[src/rtl/version_pkg.sv]
// rtl/version_pkg.sv - build identity constants consumed by version_reporter
// Purpose: version and BCD build timestamp of the loaded bitstream.
// Ports: none (package).
package version_pkg;

    localparam logic [7:0]  C_VERSION_MAJOR  = 8'h00;
    localparam logic [7:0]  C_VERSION_MINOR  = 8'h00;
    localparam logic [7:0]  C_VERSION_PATCH  = 8'h00;
    localparam logic [7:0]  C_VERSION_BUILD  = 8'h35;
    localparam logic [15:0] C_VERSION_YEAR   = 16'h2025;
    localparam logic [7:0]  C_VERSION_MONTH  = 8'h11;
    localparam logic [7:0]  C_VERSION_DAY    = 8'h05;
    localparam logic [7:0]  C_VERSION_HOUR   = 8'h13;
    localparam logic [7:0]  C_VERSION_MINUTE = 8'h55;
    localparam logic [7:0]  C_VERSION_SECOND = 8'h09;

endpackage

[src/rtl/version_report_pkg.sv]
// rtl/version_report_pkg.sv - frame constants, types and checksum for version_reporter
// Purpose: shared frame layout constants, FSM state type and the
//          elaboration-time checksum helper.
// Ports: none (package).
package version_report_pkg;

    localparam logic [7:0] C_VR_SYNC        = 8'hA5;
    localparam logic [7:0] C_VR_LEN         = 8'h0B;
    localparam int         C_VR_FRAME_BYTES = 14;

    typedef logic [3:0] vr_idx_t;

    localparam vr_idx_t C_VR_LAST_IDX = vr_idx_t'(C_VR_FRAME_BYTES - 1);

    typedef enum logic [1:0] {VR_IDLE, VR_SEND, VR_DONE} vr_state_t;

    // Two's complement of the byte sum over LEN..SECOND, so that bytes
    // 1..13 of the frame add up to zero modulo 256.
    function automatic logic [7:0] vr_checksum(
        input logic [7:0]  major,
        input logic [7:0]  minor,
        input logic [7:0]  patch,
        input logic [7:0]  build,
        input logic [15:0] year,
        input logic [7:0]  month,
        input logic [7:0]  day,
        input logic [7:0]  hour,
        input logic [7:0]  minute,
        input logic [7:0]  second
    );
        logic [7:0] sum;
        sum = C_VR_LEN + major + minor + patch + build + year[15:8] + year[7:0]
            + month + day + hour + minute + second;
        return 8'h00 - sum;
    endfunction

endpackage

[src/rtl/version_frame_rom.sv]
// rtl/version_frame_rom.sv - index to byte mapping of the version frame
// Purpose: purely combinational frame contents; checksum fixed at elaboration.
// Ports: idx_i (byte index 0..13), byte_o (frame byte at that index).
module version_frame_rom
    import version_report_pkg::*;
#(
    parameter logic [7:0]  G_MAJOR  = 8'h00,
    parameter logic [7:0]  G_MINOR  = 8'h00,
    parameter logic [7:0]  G_PATCH  = 8'h00,
    parameter logic [7:0]  G_BUILD  = 8'h00,
    parameter logic [15:0] G_YEAR   = 16'h0000,
    parameter logic [7:0]  G_MONTH  = 8'h00,
    parameter logic [7:0]  G_DAY    = 8'h00,
    parameter logic [7:0]  G_HOUR   = 8'h00,
    parameter logic [7:0]  G_MINUTE = 8'h00,
    parameter logic [7:0]  G_SECOND = 8'h00
) (
    input  vr_idx_t    idx_i,
    output logic [7:0] byte_o
);

    localparam logic [7:0] C_CHK = vr_checksum(G_MAJOR, G_MINOR, G_PATCH, G_BUILD, G_YEAR,
                                               G_MONTH, G_DAY, G_HOUR, G_MINUTE, G_SECOND);

    always_comb begin
        byte_o = 8'h00;
        case (idx_i)
            4'd0:    byte_o = C_VR_SYNC;
            4'd1:    byte_o = C_VR_LEN;
            4'd2:    byte_o = G_MAJOR;
            4'd3:    byte_o = G_MINOR;
            4'd4:    byte_o = G_PATCH;
            4'd5:    byte_o = G_BUILD;
            4'd6:    byte_o = G_YEAR[15:8];
            4'd7:    byte_o = G_YEAR[7:0];
            4'd8:    byte_o = G_MONTH;
            4'd9:    byte_o = G_DAY;
            4'd10:   byte_o = G_HOUR;
            4'd11:   byte_o = G_MINUTE;
            4'd12:   byte_o = G_SECOND;
            4'd13:   byte_o = C_CHK;
            default: byte_o = 8'h00;
        endcase
    end

endmodule

[src/rtl/version_reporter.sv]
// rtl/version_reporter.sv - streams the build identity as a 14-byte frame
// Purpose: on request, sends SYNC, LEN, version, BCD timestamp and checksum
//          over a valid/ready byte stream; requests during a frame coalesce
//          into one follow-up frame.
// Ports: clk, rst_n (sync, active-low), req_i (report request),
//        tx_data_o/tx_valid_o/tx_ready_i (byte stream), busy_o (frame in
//        progress), done_o (pulse after last byte), frame_count_o (frames sent).
module version_reporter
    import version_report_pkg::*;
#(
    parameter logic [7:0]  G_MAJOR  = version_pkg::C_VERSION_MAJOR,
    parameter logic [7:0]  G_MINOR  = version_pkg::C_VERSION_MINOR,
    parameter logic [7:0]  G_PATCH  = version_pkg::C_VERSION_PATCH,
    parameter logic [7:0]  G_BUILD  = version_pkg::C_VERSION_BUILD,
    parameter logic [15:0] G_YEAR   = version_pkg::C_VERSION_YEAR,
    parameter logic [7:0]  G_MONTH  = version_pkg::C_VERSION_MONTH,
    parameter logic [7:0]  G_DAY    = version_pkg::C_VERSION_DAY,
    parameter logic [7:0]  G_HOUR   = version_pkg::C_VERSION_HOUR,
    parameter logic [7:0]  G_MINUTE = version_pkg::C_VERSION_MINUTE,
    parameter logic [7:0]  G_SECOND = version_pkg::C_VERSION_SECOND
) (
    input  logic        clk,
    input  logic        rst_n,
    input  logic        req_i,
    output logic [7:0]  tx_data_o,
    output logic        tx_valid_o,
    input  logic        tx_ready_i,
    output logic        busy_o,
    output logic        done_o,
    output logic [15:0] frame_count_o
);

    vr_state_t   state_q, state_d;
    vr_idx_t     idx_q, idx_d;
    logic        pending_q, pending_d;
    logic [7:0]  tx_data_q, tx_data_d;
    logic        tx_valid_q, tx_valid_d;
    logic        done_q, done_d;
    logic [15:0] frame_count_q, frame_count_d;
    logic        load_byte;
    logic [7:0]  rom_byte;
    logic        handshake;

    assign handshake = tx_valid_q & tx_ready_i;

    // The ROM is addressed by the next index so the output register can be
    // loaded with the byte that belongs to the index it will hold.
    version_frame_rom #(
        .G_MAJOR (G_MAJOR),  .G_MINOR (G_MINOR), .G_PATCH (G_PATCH),
        .G_BUILD (G_BUILD),  .G_YEAR  (G_YEAR),  .G_MONTH (G_MONTH),
        .G_DAY   (G_DAY),    .G_HOUR  (G_HOUR),  .G_MINUTE(G_MINUTE),
        .G_SECOND(G_SECOND)
    ) u_rom (
        .idx_i (idx_d),
        .byte_o(rom_byte)
    );

    always_comb begin
        state_d       = state_q;
        idx_d         = idx_q;
        pending_d     = pending_q;
        tx_valid_d    = tx_valid_q;
        done_d        = 1'b0;
        frame_count_d = frame_count_q;
        load_byte     = 1'b0;
        case (state_q)
            VR_IDLE: begin
                if (req_i) begin
                    state_d    = VR_SEND;
                    idx_d      = '0;
                    pending_d  = 1'b0;
                    tx_valid_d = 1'b1;
                    load_byte  = 1'b1;
                end
            end
            VR_SEND: begin
                pending_d = pending_q | req_i;
                if (handshake) begin
                    if (idx_q == C_VR_LAST_IDX) begin
                        state_d       = VR_DONE;
                        tx_valid_d    = 1'b0;
                        done_d        = 1'b1;
                        frame_count_d = frame_count_q + 16'd1;
                    end else begin
                        idx_d     = idx_q + vr_idx_t'(1);
                        load_byte = 1'b1;
                    end
                end
            end
            VR_DONE: begin
                // A request arriving in this very cycle counts as pending.
                if (pending_q || req_i) begin
                    state_d    = VR_SEND;
                    idx_d      = '0;
                    pending_d  = 1'b0;
                    tx_valid_d = 1'b1;
                    load_byte  = 1'b1;
                end else begin
                    state_d = VR_IDLE;
                end
            end
            default: state_d = VR_IDLE;
        endcase
    end

    assign tx_data_d = load_byte ? rom_byte : tx_data_q;

    always_ff @(posedge clk) begin
        if (!rst_n) begin
            state_q       <= VR_IDLE;
            idx_q         <= '0;
            pending_q     <= 1'b0;
            tx_data_q     <= 8'h00;
            tx_valid_q    <= 1'b0;
            done_q        <= 1'b0;
            frame_count_q <= 16'h0000;
        end else begin
            state_q       <= state_d;
            idx_q         <= idx_d;
            pending_q     <= pending_d;
            tx_data_q     <= tx_data_d;
            tx_valid_q    <= tx_valid_d;
            done_q        <= done_d;
            frame_count_q <= frame_count_d;
        end
    end

    assign tx_data_o     = tx_data_q;
    assign tx_valid_o    = tx_valid_q;
    assign done_o        = done_q;
    assign frame_count_o = frame_count_q;
    assign busy_o        = (state_q != VR_IDLE);

endmodule

[config.mk]
export PLATFORM = sky130hd
export DESIGN_NAME = version_reporter
export DESIGN_NICKNAME = d
export VERILOG_FILES = /design/src/rtl/version_pkg.sv /design/src/rtl/version_report_pkg.sv /design/src/rtl/version_frame_rom.sv /design/src/rtl/version_reporter.sv
export SDC_FILE = /design/constraint.sdc
export NUM_CORES = 1
export LEC_CHECK = 0
export CORE_ASPECT_RATIO = 0.7
export CORE_UTILIZATION = 40
export DETAILED_ROUTE_END_ITERATION = 16
export GPL_TIMING_DRIVEN = 0
export PLACE_DENSITY_LB_ADDON = 0.2
export SYNTH_ARGS = -nofsm -noshare
export SYNTH_HDL_FRONTEND = slang
export SYNTH_SLANG_ARGS = --single-unit
[constraint.sdc]
create_clock -name clk -period 2.8 [get_ports clk]
set_input_delay 0.56 -clock clk [delete_from_list [all_inputs] [get_ports clk]]
set_output_delay 0.56 -clock clk [all_outputs]
set_load 0.1 [all_outputs]
==> summary.md <==
| Metric | Value |
|---|---|
| Critical path's slowest cell | `clkdlybuf4s50_1` |
| Synth warn | `0` |
| Status | `complete, no violations` |
| DP Cell Count | `275` |
| CTS Sinks | `33` |
| IO Pins | `31` |
| Synth Flop Type | `dfxtp_1` |
| Die height | `56.2 um` |
| Kind of critical path | `flop to primary output` |
| Wire length per cell | `approximately 13 um` |
| Die Wd | `79.5 um` |
| DRC Markers | `0` |
| Commonest non-fill, non-tap cell in the layout | `dfxtp_1` |
| Synth area leaders | `dfxtp_1 39%, and2_1 6.0%, xnor2_1 4.7%` |
| Slew HR | `a little over a third` |
| Worst path arrival time | `1970 ps` |
| Final Wtd Congestion | `roughly 0.85` |
| Power per cell area | `roughly 480 nW/um2` |
| Yosys top cell area share | `between 30% and 40%` |
| Final Max Tran Viols | `0` |
| # diodes | `0` |
| Endpoints failing setup | `0` |
| CTS clock-pin slew for the worst setup and hold paths | `~70 ps` |
| Area Overhead vs Synth | `27.8%` |
| Non-filler cells, final | `~280` |
| Maximum VDD drop | `0.000368 V` |
| Synthesized cell area | `around 1700 um2` |
| CTS buffer count | `5` |
| Clock Latency Late Sink | `between 200 and 300 ps` |
| Synth area leader | `dfxtp_1` |
| Core Area | `3970 um2` |
| Leak | `0.000811 uW` |
| First-pass DRT Iterations | `4` |
| Post-CTS Resized | `0` |
| Ys async rst share | `0%` |
| HPWL Detailed | `2680 um` |
| Vias post-DR | `1,496` |
| Synth unique cells | `between 40 and 50` |
| #FFs+latches synth | `33` |
| Worst min path class | `flop to flop` |
| Setup TNS | `0 ps` |
| Largest net degree at the start of global routing | `11` |
| Syn Area/Cell | `about 8.7 um2` |
| Max clock buf depth | `2` |
| Final WL | `between 3000 and 4000 um` |
| Remaining Overflow, GRT | `0` |
| Die area | `roughly 4500 um2` |
| CTS tree | `done` |
| Post-Syn Instances | `193` |
| Gr usage total | `between 10% and 20%` |
| Most frequent cells in the layout | `33 x dfxtp_1, 30 x clkdlybuf4s50_1, 16 x and2_1, 16 x nand2_1, 13 x o21ai_0` |
| Total setup buffers inserted after CTS | `0` |
| Effective utilization at floorplan | `42.3%` |
| First-pass GRT wire length | `~6500 um` |
| Initial antenna violation count | `0` |
| Sequential-to-total area share from yosys stat | `between 30% and 40%` |
| Tcrit/Tclk final | `approximately nine tenths` |
| Initial drt markers | `48` |
| Htree depth | `2` |
| Mapped Nets | `200` |
| Vias in the first global route | `around 1,300` |
| Rows | `19` |
| Max cap viols | `0` |
| EDFF count, synth | `0` |
| Root Buffer | `clkbuf_8` |
| Routed Antenna Nets | `0` |
| Post-layout util | `54.1%` |
| Vias/cell | `around 5.3` |
| Critical Path Source Type | `flop` |
| Critical path required time | `roughly 2200 ps` |
| Slowest stage delay, CP | `around 960 ps` |
| # hold bufs at CTS | `0` |
| Final Skew | `roughly 4.6 ps` |
| Critical-path cell list | `buf_4, or2_2, clkdlybuf4s50_1` |
| Worst slew pin tran | `around 980 ps` |
| Net count, final | `roughly 240` |
| Filler cells | `roughly 350` |
| Share of layout cells above drive strength 1 | `7.79%` |
| Fin crit period | `2530 ps` |
| Port bufs | `30` |
| CP max FO | `9` |
| Critical Path End Type | `primary output` |
| Unrepaired setup endpoints after global routing | `false` |
| F_max | `0.395 GHz` |
| Hold Fails Final Rpt | `0` |
-- power breakdown --
| group | total (uW) | internal, uW | switching [uW] |
|---|---|---|---|
| logic | 148 | 38.1 | 110 |
| registers | 486 | 480 | 6.06 |
| clock network | 401 | 222 | 179 |
| total | 1040 | 740 | 295 |
-- cells by family after synthesis --
group / share of synthesized area [%]
and+or+nand+nor: 27.3
AOI/OAI and AO/OA: 20.3
DFF: 39.3
xor gates and xnor gates: 6.78
buffers and inverters: 3.50
adders and majority gates: 2.23
muxes: 0.596
-- per-stage QoR --
| step | hold WS [ps] | worst slack [ps] | power [uW] | area (um2) |
|---|---|---|---|---|
| 2_1_floorplan | 456 | 302 | 607 | 1680 |
| 3_3_place_gp | 462 | 17.2 | 645 | 2050 |
| 6_report | 485 | 270 | 1040 | 2150 |
| 5_1_grt | 497 | 161 | 1070 | 2150 |
| 3_5_place_dp | 471 | 61.4 | 644 | 2050 |
| 4_1_cts | 484 | 261 | 1040 | 2150 |
-- final cells by class --
type | count | area [um2] | share of cell area (%)
Clock buffer | 7 | 96.3 | 4.49
Tap cell | 52 | 65.1 | 3.03
Multi-Input combinational cell | 148 | 961 | 44.8
Clock inverter | 1 | 5.00 | 0.233
Timing Repair Buffer | 30 | 300 | 14.0
Inverter | 4 | 15.0 | 0.699
Buffer | 8 | 43.8 | 2.04
Sequential cell | 33 | 661 | 30.8
-- worst paths after layout --
check,start,end,slack [ps],cells past startpoint
worst min register to register,tx_data_o[1]$_SDFFE_PN0P_,tx_data_o[1]$_SDFFE_PN0P_,480,2
worst max register to register,idx_q[1]$_SDFF_PN0_,tx_data_o[3]$_SDFFE_PN0P_,500,9
worst max-delay path,state_q[0]$_SDFFE_PN0P_,busy_o,270,3
worst min-delay path,tx_data_o[1]$_SDFFE_PN0P_,tx_data_o[1]$_SDFFE_PN0P_,480,2
-- synth_stat cells (4+ instances only) --
cell type  count
nand2_1       16
inv_1          4
nand4_1        7
and2_1        16
dfxtp_1       33
o21ai_0       13
o211ai_1       4
xnor2_1        9
nor2_1         8
nand3_1       10
clkbuf_1       4
a21boi_0       9
xor2_1         4
and3_1         6
or3_1          4
a21oi_1        8
-- flip-flops by register name, indices dropped and copies added, names as in the netlist --
name	count
state_q	2
tx_data_o	8
tx_valid_o	1
frame_count_o	16
idx_q	4
done_o	1
pending_q	1
-- worst max-delay path: cells and delay by family (launching register included) --
family	cells	cell delay, ps
and+or+nand+nor	1	260
buffers and inverters	2	1110
DFF	1	300
-- layer usage --
| layer | vias to the layer above | GRT usage [%] | routed length, um |
|---|---|---|---|
| met3 | 8 | 6.23 | 208 |
| met4 | 0 | 7.01 | 59 |
| li1 | 773 | - | - |
| met5 | - | 0 | 0 |
| met2 | 45 | 27.6 | 1600 |
| met1 | 670 | 26.0 | 1940 |
Power figures use the tool's default switching activity.
==> RTL change 1, RTL diff (same flow settings) <==
Register the output `frame_count_o` once more, cleared by the reset; this adds one clock of latency there. The other outputs are not delayed to match.
--- a/src/rtl/version_reporter.sv
+++ b/src/rtl/version_reporter.sv
@@ -128,7 +128,13 @@
     assign tx_data_o     = tx_data_q;
     assign tx_valid_o    = tx_valid_q;
     assign done_o        = done_q;
-    assign frame_count_o = frame_count_q;
+    always_ff @(posedge clk) begin
+        if (!rst_n) begin
+            frame_count_o <= '0;
+        end else begin
+            frame_count_o <= frame_count_q;
+        end
+    end
     assign busy_o        = (state_q != VR_IDLE);
 
 endmodule
Function: no difference found for any inputs over 10 cycles, from zero or initial values and one cycle with rst_n low; that may be too few to reach the edited logic, so the function may still have changed.
==> RTL change 1 against the original RTL <==
  * Synthesized area up 16%
  * Sequential cell count up 16
  * Total power grew 39%
  * Synthesized cell count rose by 8.8%
  * Setup slack got worse by 0.024 ns
  * Count of clock-buffer cells in the layout shrank 2
  * Fmax shrank 0.96%
  * Register-to-register slack worse by 0.04 ns
  * Via count up 2.6%
  * Non-clock buffer count decreased by 2
  * Wire length fell by 1.5%
  * Global-route usage down 3.0 points
  * Design area rose by 14%
  * Die area increased by 16%
  * Critical path type unchanged
  * Largest cell class is now flip-flops and latches
  * Largest power group unchanged
==> RTL change 1: results (changes against the original RTL) <==
- Slew Limit Headroom: 34.8% (about the same)
- PD cells: 587 nW/um^2 (+22%)
- Share of layout cells above drive strength 1: 8.47% (+0.68 points)
- All-Layer GR Usage: 16.0% (-3.0 points)
- Final net count: 254 (+7.2%)
- Layout Skew: 0.00551 ns (+0.000935 ns)
- Syn_nets: 217 (+8.5%)
- Sequential fraction of the synthesis area: 50.2% (+11 points)
- Critical Path Max Stage Delay: 0.96 ns (about the same)
- Yosys cell types: 43 (-2.3%)
- Net switching power: 0.346 mW (+17%)
- Vias in the first global route: 1,344 (-0.15%)
- GPL Wtd Cong: 0.844 (-0.42%)
- CP arrival: 1.99 ns (+0.02 ns)
- Via count: 1,535 (+2.6%)
- Drt initial violations: 68 (+42%)
- Worst VDD drop: 0.000336 V (-8.8%)
- Synth top cells by count: 49 x dfxtp_1, 24 x nor2_1, 22 x nand2_1, 18 x and2_1, 10 x xor2_1
- Worst r2r path cells: 8 (-1)
- Ys async rst share: 0% (unchanged)
- Outcome: complete, no violations
- CTS clk-pin slew, worst paths: 0.09 ns (+0.02 ns)
- Flop pwr share: 49.5% (+2.5 points)
- Leakage: 0.902 nW (+11%)
- First-pass GRT wire length: 6.31 mm (-3.2%)
- Detail Placement HPWL: 2.66 mm (-0.69%)
- Largest net degree at the start of global routing: 16 (+5)
- Diodes inserted: 0 (unchanged)
- Number of fillers in the final layout: 423 (+21%)
- Clk. pwr: 0.584 mW (+46%)
- Post-Route WL: 3.75 mm (-1.5%)
[RTL change 1: metal layers]
| layer | global-route usage (%) | vias to the layer above | wire length [um] |
|---|---|---|---|
| met2 | 22.9 | 35 | 1440 |
| li1 | - | 805 | - |
| met4 | 5.71 | 0 | 21 |
| met5 | 0 | - | 0 |
| met3 | 4.22 | 4 | 218 |
| met1 | 23.4 | 691 | 2080 |
[RTL change 1: kinds of logic after synthesis]
logic type	share of synthesized area, %
buffers and inverters	2.37
and+or+nand+nor	28.7
DFF	50.2
muxes	0.704
adders and majority gates	1.92
AOI/OAI and AO/OA	10.3
xor gates and xnor gates	5.83
[RTL change 1: worst paths after layout]
check / start / slack, ns / end
worst max-delay path: state_q[0] / 0.25 / busy_o
worst min-delay path: tx_data_o[6] / 0.46 / tx_data_o[6]
worst max register to register: idx_q[1] / 0.46 / tx_data_o[4]
worst min register to register: tx_data_o[6] / 0.46 / tx_data_o[6]
[RTL change 1: area by class of cell]
cell class | count | area share, %
inverter | 4 | 0.611
tap | 55 | 2.80
clock inverter | 3 | 2.65
multi-input combinational | 151 | 37.7
timing repair buffer | 30 | 12.2
sequential | 49 | 39.9
clock buffer | 5 | 2.80
buffer | 6 | 1.27
[RTL change 1: metrics by stage]
stage,area [um^2],setup WS (ns),instances
6_report,2460,0.246,303
5_1_grt,2460,0.155,303
3_3_place_gp,2320,0.00946,295
4_1_cts,2460,0.239,303
2_1_floorplan,1950,0.176,210
3_5_place_dp,2320,0.0268,295
[RTL change 1: critical path: cells and delay by family (launching register included)]
family | cells | cell delay [ns]
buffers and inverters | 2 | 1.09
DFF | 1 | 0.31
and+or+nand+nor | 1 | 0.28
==> RTL change 2, RTL diff (config.mk and constraints unchanged) <==
Made on the original files. The package constant `C_VR_LEN` goes from 8'h0B to 8'h08.
--- a/src/rtl/version_report_pkg.sv
+++ b/src/rtl/version_report_pkg.sv
@@ -5,7 +5,7 @@
 package version_report_pkg;
 
     localparam logic [7:0] C_VR_SYNC        = 8'hA5;
-    localparam logic [7:0] C_VR_LEN         = 8'h0B;
+    localparam logic [7:0] C_VR_LEN         = 8'h08;
     localparam int         C_VR_FRAME_BYTES = 14;
 
     typedef logic [3:0] vr_idx_t;
Check against the original RTL: not equivalent (Yosys sat finds a counterexample within 4 cycles, from zero or initial values and one cycle with rst_n low).
==> RTL change 2 against the original RTL <==
  * Synthesized area increased by 6.6%
  * Design area up 4.0%
  * Global-route usage rose by 0.97 points
  * Combinational power up 9%
  * Sequential cell count is the same
  * Setup slack got worse by 0.033 ns
  * Wire length is 11% higher
  * Total power decreased by 2.4%
  * Die area grew 6.4%
  * Largest power group unchanged
==> RTL change 2: results (changes against the original RTL) <==
- Outcome: complete, no violations
- Dpl cells: 269 (-2.2%)
- Clock share of power: 35.8% (-3.0 points)
- Fraction of area in non-clock buffers: 16.3% (+0.28 points)
- Flop pwr share: 48.2% (+1.2 points)
- Met1 GRT Util: 31.6% (+5.7 points)
- Detail Placement HPWL: 2.96 mm (+11%)
- Met2 usage: 24.2% (-3.4 points)
- Internal: 0.695 mW (-6.1%)
- CTS Sinks: 33 (unchanged)
- Slew Limit Headroom: 34.1% (-0.65 points)
- DR pass1 iterations: 4 (unchanged)
- Multi-input combinational area share: 46.3% (+1.6 points)
- GR Layer Usage met3: 5.83% (-0.40 points)
- Post-Synth Adder-Cell Area: 2.09% (-0.14 points)
- Final clock-cell share: 3.87% (-0.85 points)
- Yosys cell types: 57 (+30%)
- Synth Area in Compound Gates: 23.3% (+3.1 points)
- Via count: 1,538 (+2.8%)
- Drt initial violations: 91 (+90%)
- Number of fillers in the final layout: 398 (+14%)
- Largest net degree at the start of global routing: 12 (+1)
- Max FO, Critical Path: 8 (-1)
- Seq/total area: 29.6% (-1.2 points)
- Sequential fraction of the synthesis area: 36.9% (-2.4 points)
- Non-clock inverters: 6 (+2)
- First-pass GRT wire length: 6.98 mm (+7.0%)
- DP Area: 2150 um^2 (+5.0%)
- Post-Route WL: 4.22 mm (+11%)
- Routed WL per cell: 15.2 um (+13%)
- Synth Cell Area: 1790 um^2 (+6.6%)
- Worst VDD drop: 0.000365 V (-0.88%)
- GPL Wtd Cong: 0.790 (-6.8%)
- Layout Skew: 0.00531 ns (+0.000734 ns)
- Area growth syn-to-layout: 24.7%
- IO buf count: 29 (-3.3%)
- XOR/XNOR Fraction of Synth Area: 5.38% (-1.4 points)
- Leakage: 0.818 nW (+0.91%)
- All-Layer GR Usage: 20.0% (+0.97 points)
- Multi-In Gates: 140 (-5.4%)
- Final net count: 231 (-2.5%)
- Critical Path Max Stage Delay: 1.12 ns (+0.16 ns)
- Share of layout cells above drive strength 1: 15.1% (+7.3 points)
- Synth top cells by count: 33 x dfxtp_1, 13 x and2_1, 11 x nand3_1, 9 x o21ai_0, 8 x a21boi_0
- Mux contribution to synthesized area: 2.93% (+2.3 points)
- Syn_nets: 195 (-2.5%)
- Main area contributors after synthesis: dfxtp_1 37%, and2_1 4.5%, xnor2_1 3.4%, a21boi_0 3.4%, nand3_1 3.1%
- Vias in the first global route: 1,395 (+3.6%)
- CP arrival: 2.00 ns (+0.03 ns)
- Post-Syn Area per Cell: 9.53 um^2 (+9.5%)
-- RTL change 2: changes by cell type after synthesis, moves of 3 or more --
cell	before	now
buf_6	1	4
and2_1	16	13
o211ai_1	4	0
o21ai_0	13	9
o31ai_1	0	4
and3_2	0	3
nand2_1	16	7
and3_1	6	0
a21oi_1	8	5
-- RTL change 2: cells by family (layout without fill, tap and decap cells) --
logic type	Yosys count	count (layout)
DFF	33	33
adders and majority gates	3	3
AOI/OAI and AO/OA	52	52
muxes	5	5
xor gates and xnor gates	11	11
buffers and inverters	15	52
and+or+nand+nor	69	69
-- RTL change 2: path summary, 6_finish.rpt --
check / from / to / slack, ns / depth (start not counted)
min: tx_data_o[1] / tx_data_o[1] / 0.48 / 2
min reg2reg: tx_data_o[1] / tx_data_o[1] / 0.48 / 2
max reg2reg: idx_q[1] / tx_data_o[5] / 0.45 / 8
max: state_q[1] / busy_o / 0.24 / 2
-- RTL change 2: critical path, delay by kind of cell, from the launching register on --
family / cells / cell delay, ns
buffers and inverters: 1 / 1.12
DFF: 1 / 0.44
and+or+nand+nor: 1 / 0.15
-- RTL change 2: per-stage QoR --
step / utilization [%] / total power [mW] / setup slack [ns]
2_1_floorplan: - / 0.619 / 0.316
3_3_place_gp: 52.2 / 0.657 / 0.0368
3_5_place_dp: 52.2 / 0.657 / 0.0499
4_1_cts: 54.3 / 1.02 / 0.219
5_1_grt: 54.3 / 1.05 / 0.161
6_report: 54.3 / 1.01 / 0.238
-- RTL change 2: layer usage --
metal | up-vias | share of wire [%]
li1 | 781 | -
met1 | 713 | 57
met2 | 37 | 37
met3 | 7 | 4.8
met4 | 0 | 1.4
met5 | - | 0
